<file path="src/rtl/pool1_relu.sv">
// -----------------------------------------------------------------------------
// pool1_relu
//
// 2x2 / stride-2 signed max-pooling for the three channels of the first
// convolution layer, with an optional ReLU on the pooled result. The input is a
// raster stream of WIDTH x HEIGHT pixels, one pixel per valid_in cycle. The
// output is a (WIDTH/2) x (HEIGHT/2) raster stream of pooled results.
//
// Only a half-row line buffer per channel is kept. Even rows leave their
// horizontal pair-maxima in the buffer. Odd rows combine their own pair-maxima
// with the buffered ones to produce one result per 2x2 window.
//
// Build option:
//   POOL1_RELU_EN  defined   -> result = max(window) clamped at 0 (ReLU)
//                  undefined -> result = raw signed max(window)
//
// Ports:
//   clk                       clock, rising edge
//   rst_n                     asynchronous active-low reset
//   valid_in                  one pixel (all three channels) present this cycle
//   conv_out_1..3  [DB-1:0]   signed channel samples, raster order
//   pool_out_1..3  [DB-1:0]   pooled results, held while valid_out_pool=0
//   valid_out_pool            single-cycle pulse per pooled result
// -----------------------------------------------------------------------------
module pool1_relu #(
    parameter int WIDTH     = 24,
    parameter int HEIGHT    = 24,
    parameter int DATA_BITS = 12
) (
    input  logic                 clk,
    input  logic                 rst_n,
    input  logic                 valid_in,
    input  logic [DATA_BITS-1:0] conv_out_1,
    input  logic [DATA_BITS-1:0] conv_out_2,
    input  logic [DATA_BITS-1:0] conv_out_3,
    output logic [DATA_BITS-1:0] pool_out_1,
    output logic [DATA_BITS-1:0] pool_out_2,
    output logic [DATA_BITS-1:0] pool_out_3,
    output logic                 valid_out_pool
);

    localparam int COL_W    = (WIDTH  > 1) ? $clog2(WIDTH)  : 1;
    localparam int ROW_W    = (HEIGHT > 1) ? $clog2(HEIGHT) : 1;
    localparam int LB_DEPTH = WIDTH / 2;
    localparam int LB_AW    = (LB_DEPTH > 1) ? $clog2(LB_DEPTH) : 1;

    logic [COL_W-1:0] col_q;
    logic [ROW_W-1:0] row_q;
    logic             valid_q;
    logic             last_col;
    logic             last_row;
    logic             emit;
    logic [LB_AW-1:0] lb_idx;

    assign last_col = (col_q == COL_W'(WIDTH - 1));
    assign last_row = (row_q == ROW_W'(HEIGHT - 1));
    // The bottom-right pixel of a window sits in an odd row and an odd column.
    assign emit     = valid_in & row_q[0] & col_q[0];
    assign lb_idx   = LB_AW'(col_q >> 1);

    // Raster position. It advances only on accepted pixels, so gaps anywhere
    // in the frame are invisible to the pooling arithmetic.
    // NOTE: sequential state uses non-blocking assignments so every register
    // samples pre-edge values and simulation order cannot change the result.
    always_ff @(posedge clk or negedge rst_n) begin
        if (!rst_n) begin
            col_q   <= '0;
            row_q   <= '0;
            valid_q <= 1'b0;
        end else begin
            valid_q <= emit;
            if (valid_in) begin
                if (last_col) begin
                    col_q <= '0;
                    row_q <= last_row ? '0 : row_q + 1'b1;
                end else begin
                    col_q <= col_q + 1'b1;
                end
            end
        end
    end

    assign valid_out_pool = valid_q;

    for (genvar c = 0; c < 3; c++) begin : g_ch
        logic [DATA_BITS-1:0] sample;
        logic [DATA_BITS-1:0] h_q;
        logic [DATA_BITS-1:0] pool_q;
        logic [DATA_BITS-1:0] lb_q [LB_DEPTH];
        logic [DATA_BITS-1:0] pair_max;
        logic [DATA_BITS-1:0] win_max;
        logic [DATA_BITS-1:0] result;

        assign sample = (c == 0) ? conv_out_1 :
                        (c == 1) ? conv_out_2 : conv_out_3;

        // NOTE: every variable is given a value on every path through this
        // block, so no latch is inferred.
        always_comb begin
            pair_max = ($signed(sample) > $signed(h_q)) ? sample : h_q;
            win_max  = ($signed(lb_q[lb_idx]) > $signed(pair_max)) ?
                       lb_q[lb_idx] : pair_max;
`ifdef POOL1_RELU_EN
            result   = win_max[DATA_BITS-1] ? '0 : win_max;
`else
            result   = win_max;
`endif
        end

        always_ff @(posedge clk or negedge rst_n) begin
            if (!rst_n) begin
                h_q    <= '0;
                pool_q <= '0;
            end else begin
                // The left pixel of each horizontal pair waits for its partner.
                if (valid_in && !col_q[0]) begin
                    h_q <= sample;
                end
                if (emit) begin
                    pool_q <= result;
                end
            end
        end

        // NOTE: the line buffer has no reset. Each entry is written in an
        // even row before the following odd row reads it.
        always_ff @(posedge clk) begin
            if (valid_in && col_q[0] && !row_q[0]) begin
                lb_q[lb_idx] <= pair_max;
            end
        end
    end

    assign pool_out_1 = g_ch[0].pool_q;
    assign pool_out_2 = g_ch[1].pool_q;
    assign pool_out_3 = g_ch[2].pool_q;

endmodule

</file>
<file path="config.mk">
export PLATFORM = sky130hd
export DESIGN_NAME = pool1_relu
export DESIGN_NICKNAME = d
export VERILOG_FILES = /design/src/rtl/pool1_relu.sv
export SDC_FILE = /design/constraint.sdc
export NUM_CORES = 1
export LEC_CHECK = 0
export CORE_ASPECT_RATIO = 1.4
export CORE_MARGIN = 2
export CORE_UTILIZATION = 45
export CTS_CLUSTER_DIAMETER = 60
export CTS_CLUSTER_SIZE = 25
export DETAILED_ROUTE_END_ITERATION = 10
export GPL_TIMING_DRIVEN = 0
export PLACE_DENSITY_LB_ADDON = 0.3
export SYNTH_ARGS = -nofsm -noshare
export SYNTH_HDL_FRONTEND = slang
export SYNTH_SLANG_ARGS = --single-unit
</file>
<file path="constraint.sdc">
create_clock -name clk -period 5.4 [get_ports clk]
set_clock_uncertainty 0.15 [all_clocks]
set_input_delay 1.08 -clock clk [delete_from_list [all_inputs] [get_ports clk]]
set_output_delay 1.08 -clock clk [all_outputs]
set_load 0.05 [all_outputs]
</file>
==> key figures <==
Timing
  • RSZ-0062 raised after global routing: false
  • Final Critical Period: ~5200 ps
  • Worst slew pin tran: 1060 ps
  • Final setup viols: 0
  • Final worst-path cycle share: a little over nine tenths
  • Slew HR: between 20% and 30%
  • F_max: ~0.19 GHz
  • Slew Viols, Final: 0
  • Fin. Hold Viols: 0

Cells and area
  • # fillers: 4004
  • Synth-to-layout area growth: 15.2%
  • Fraction of layout cells with a size suffix above 1: between 10% and 20%
  • Final std cells w/o fill: around 2300
  • Commonest non-fill, non-tap cells in the layout: edfxtp_1 (432), nand2_1 (128), mux4_2 (108), inv_1 (92), dfrtp_1 (83)
  • Multi-input combinational cell area: ~7000 µm²
  • Antenna cell count: 0
  • Most common cell after layout, fill and taps aside: edfxtp_1
  • Reg area: between 15000 and 20000 µm²
  • # nets final: about 1700

Floorplan
  • Site row count: 97
  • Height of the chip: around 270 µm
  • Die area: roughly 52000 µm²
  • Initial Util: 45.4%
  • Die Wd: 194 µm
  • Core Area: approximately 50000 µm²
  • IO Pins: 76

Logic synthesis
  • Synth warn: 0
  • Top cell type's share of synthesized area: between 50% and 60%
  • Mean Syn Cell Area: between 15 and 20 µm²
  • Most used DFF post-synth: edfxtp_1
  • Post-synth EDFFs: about 430
  • Top post-synthesis cells by area: edfxtp_1 (57%), mux4_2 (11%), dfrtp_1 (9.2%)
  • Flops & latches, synth: ~520
  • Mapped cell area: between 20000 and 25000 µm²
  • Simple-gate share of the synthesized area: under 10%
  • Net Count, Synth: around 1600
  • Synth Area in Compound Gates: about 7.4%
  • Xor and xnor fraction of the mapped netlist area: less than 1%
  • Register area share after synthesis: between 60% and 70%
  • Yosys top cell by area: edfxtp_1
  • Multiplexer area fraction after synthesis: about an eighth
  • Post-synth ARST share: 16.1%
  • Largest family of logic cells by synthesized area: multiplexers
  • Gate Count Post-Synth: between 1000 and 1500
  • Adder-Cell Fraction of Synth Area: just over 4%
  • Yosys cell types: 53

Flow run
  • Max-cap violations: 0

Critical path
  • Critical Path Sink Type: register
  • Flop2flop setup slack: around 600 ps
  • CP Max Fanout: 10
  • Crit Path Category: in2reg
  • Worst path cell trace: clkdlybuf4s50_1, ha_2, nand4_1, nor2_1, a221o_2, nor2_4, a21o_1, buf_6, a222oi_1, ha_1, nand4_1, nor2_1, a221oi_2, o21ai_1, or3_4, clkbuf_4, o221ai_1
  • Crit-path max cell delay: just under 700 ps
  • Critical path's slowest cell: a222oi_1
  • Setup crit start kind: input pin
  • Worst reg-to-reg path cell count: 16
  • Worst Path Required: ~5700 ps
  • Worst flop-to-flop path startpoint: col_q[2]$_DFFE_PN0P_
  • Reg2reg end: pool_out_1[5]$_DFFE_PN0P_
  • Worst Path Arrival: ~5500 ps

CTS
  • Clock Pin Slew Worst Setup and Hold Paths: around 80 ps
  • Hold_buf cts: 0
  • Cts bufs inserted: 34
  • Worst-Skew Late Latency: about 550 ps
  • H-tree lvl count: 2
  • TritonCTS clock tree: yes
  • Longest Clk Path Bufs: 3
  • Num Clock Sinks: ~500
  • Clock root cell: clkbuf_16

Routing
  • Vias: roughly 14000
  • Avg WL per Cell: 24.1 µm
  • Post-Route WL: between 50000 and 60000 µm
  • 1st-iter DRT viols: ~1200
  • TritonRoute pass-1 iters: 5
  • DRC viols: 0
  • Detail Route Antenna Nets: 0
  • Via/cell ratio: 5.98

Power and ir drop
  • VDD IR max: approximately 0.47 mV
  • P per Cell Area: roughly 540 nW/µm²
  • Lkg Pwr: between 9 and 10 nW
  • Tot Pwr: 0.0141 W

GRT
  • Overall Global Routing Usage: a little over a fifth
  • First-pass GRT wire length: about 83000 µm
  • Pin count of the biggest net entering global routing: 50
  • Vias in the first global route: between 10000 and 15000
  • Initial antenna violation count: 1
  • GRT Residual Overflow: 0

Min path
  • HP Start: pool_out_1[10]$_DFFE_PN0P_
  • Hold WC Path Type: reg2reg
  • Cell depth of the worst hold path: 2
  • Worst Hold Path EP: pool_out_1[10]$_DFFE_PN0P_

Outcome
  • Run status: finished clean

Place
  • Gpl congestion: about 0.88
  • Dpl hpwl: between 30000 and 40000 µm
  • Port bufs: 74
  • DP Cell Count: 2192
-- layout make-up --
| type | instances | share of cell area (%) |
|---|---|---|
| tap | 643 | 3.08 |
| timing repair buffer | 119 | 4.83 |
| clock inverter | 17 | 0.902 |
| multi-input combinational | 764 | 27.2 |
| clock buffer | 42 | 3.66 |
| sequential | 515 | 57.7 |
| inverter | 94 | 1.35 |
| buffer | 77 | 1.33 |
-- cell families (layout without fill, tap and decap cells) --
family / count (synthesis) / in the layout
AOI/OAI and AO/OA: 245 / 245
xor gates and xnor gates: 3 / 3
adders and majority gates: 74 / 74
buffers and inverters: 171 / 349
DFF: 515 / 515
muxes: 163 / 163
and+or+nand+nor: 279 / 279
-- flip-flops by register name (all words and copies together) (netlist names) --
register        cells
g_ch.h_q           36
pool_out_3         12
col_q               5
pool_out_1         12
g_ch.lb_q         432
pool_out_2         12
valid_out_pool      1
row_q               5
-- where the power goes --
group / internal, W / leakage (nW) / switching (W)
clock: 0.00136 / 0.568 / 0.00146
combinational: 0.00234 / 3.77 / 0.00367
sequential: 0.00515 / 4.98 / 0.000180
total: 0.00884 / 9.32 / 0.00531
-- metal layers --
| layer | GRT usage [%] | share of wire, % |
|---|---|---|
| met3 | 2.43 | 5.9 |
| met4 | 7.07 | 3.2 |
| met2 | 35.7 | 51 |
| met5 | 0 | 0 |
| met1 | 27.7 | 40 |
-- worst max-delay path, delay by kind of cell --
kind / cells / cell delay (ps)
AOI/OAI and AO/OA: 6 / 1790
buffers and inverters: 3 / 840
adders and majority gates: 2 / 780
and+or+nand+nor: 6 / 960
-- what timing repair did --
action,CTS,global route
resized for setup,4,27
endpoints found under the hold margin,0,0
setup endpoints to repair,30,31
cloned,0,0
pin swaps,8,2
setup buffers,16,4
-- metrics by stage --
| stage | instance area (µm²) | setup TNS (ps) | worst slack, ps | utilization (%) | hold WS, ps |
|---|---|---|---|---|---|
| after detailed placement | 24700 | -24500 | -1040 | 49.4 | 324 |
| final | 26100 | 0 | 235 | 52.3 | 340 |
| after global placement | 24200 | -474510 | -2250 | 48.5 | 328 |
| after CTS | 26000 | 0 | 6.36 | 52.1 | 344 |
| after global routing | 26100 | 0 | 3.77 | 52.3 | 366 |
| after floorplan | 22700 | 0 | 540 | - | 323 |
-- worst max-delay path by stage --
stage | to | slack [ps] | startpoint | cells after the start
3_3_place_gp | g_ch[1].lb_q[3][3]$_DFFE_PP_ | -2250 | col_q[2]$_DFFE_PN0P_ | 5
4_1_cts | pool_out_3[9]$_DFFE_PN0P_ | 6 | conv_out_3[11] | 15
6_report | pool_out_1[5]$_DFFE_PN0P_ | 240 | conv_out_1[11] | 17
3_5_place_dp | pool_out_1[1]$_DFFE_PN0P_ | -1040 | conv_out_1[9] | 18
5_1_grt | pool_out_1[8]$_DFFE_PN0P_ | 4 | conv_out_1[9] | 19
2_1_floorplan | pool_out_1[10]$_DFFE_PN0P_ | 540 | conv_out_1[9] | 17
-- cells in the mapped netlist, drive strengths merged, types with 2 or more instances --
master / instances
clkbuf: 45
o211ai: 14
nand2: 129
o221ai: 15
edfxtp: 432
nand2b: 4
a22oi: 10
a222oi: 11
mux4: 108
a21oi: 52
a22o: 11
a221o: 5
nor2b: 5
nand3: 36
a221oi: 4
ha: 74
and4: 3
xnor2: 2
nor3: 12
a2bb2o: 2
and3: 16
o21ai: 70
or3: 3
buf: 32
nand4: 25
nand3b: 2
o221a: 11
dfrtp: 83
mux2: 7
a21o: 10
o21a: 13
mux2i: 48
a211oi: 11
nor2: 39
nor3b: 2
inv: 93
(Power assumes the default switching activity.)
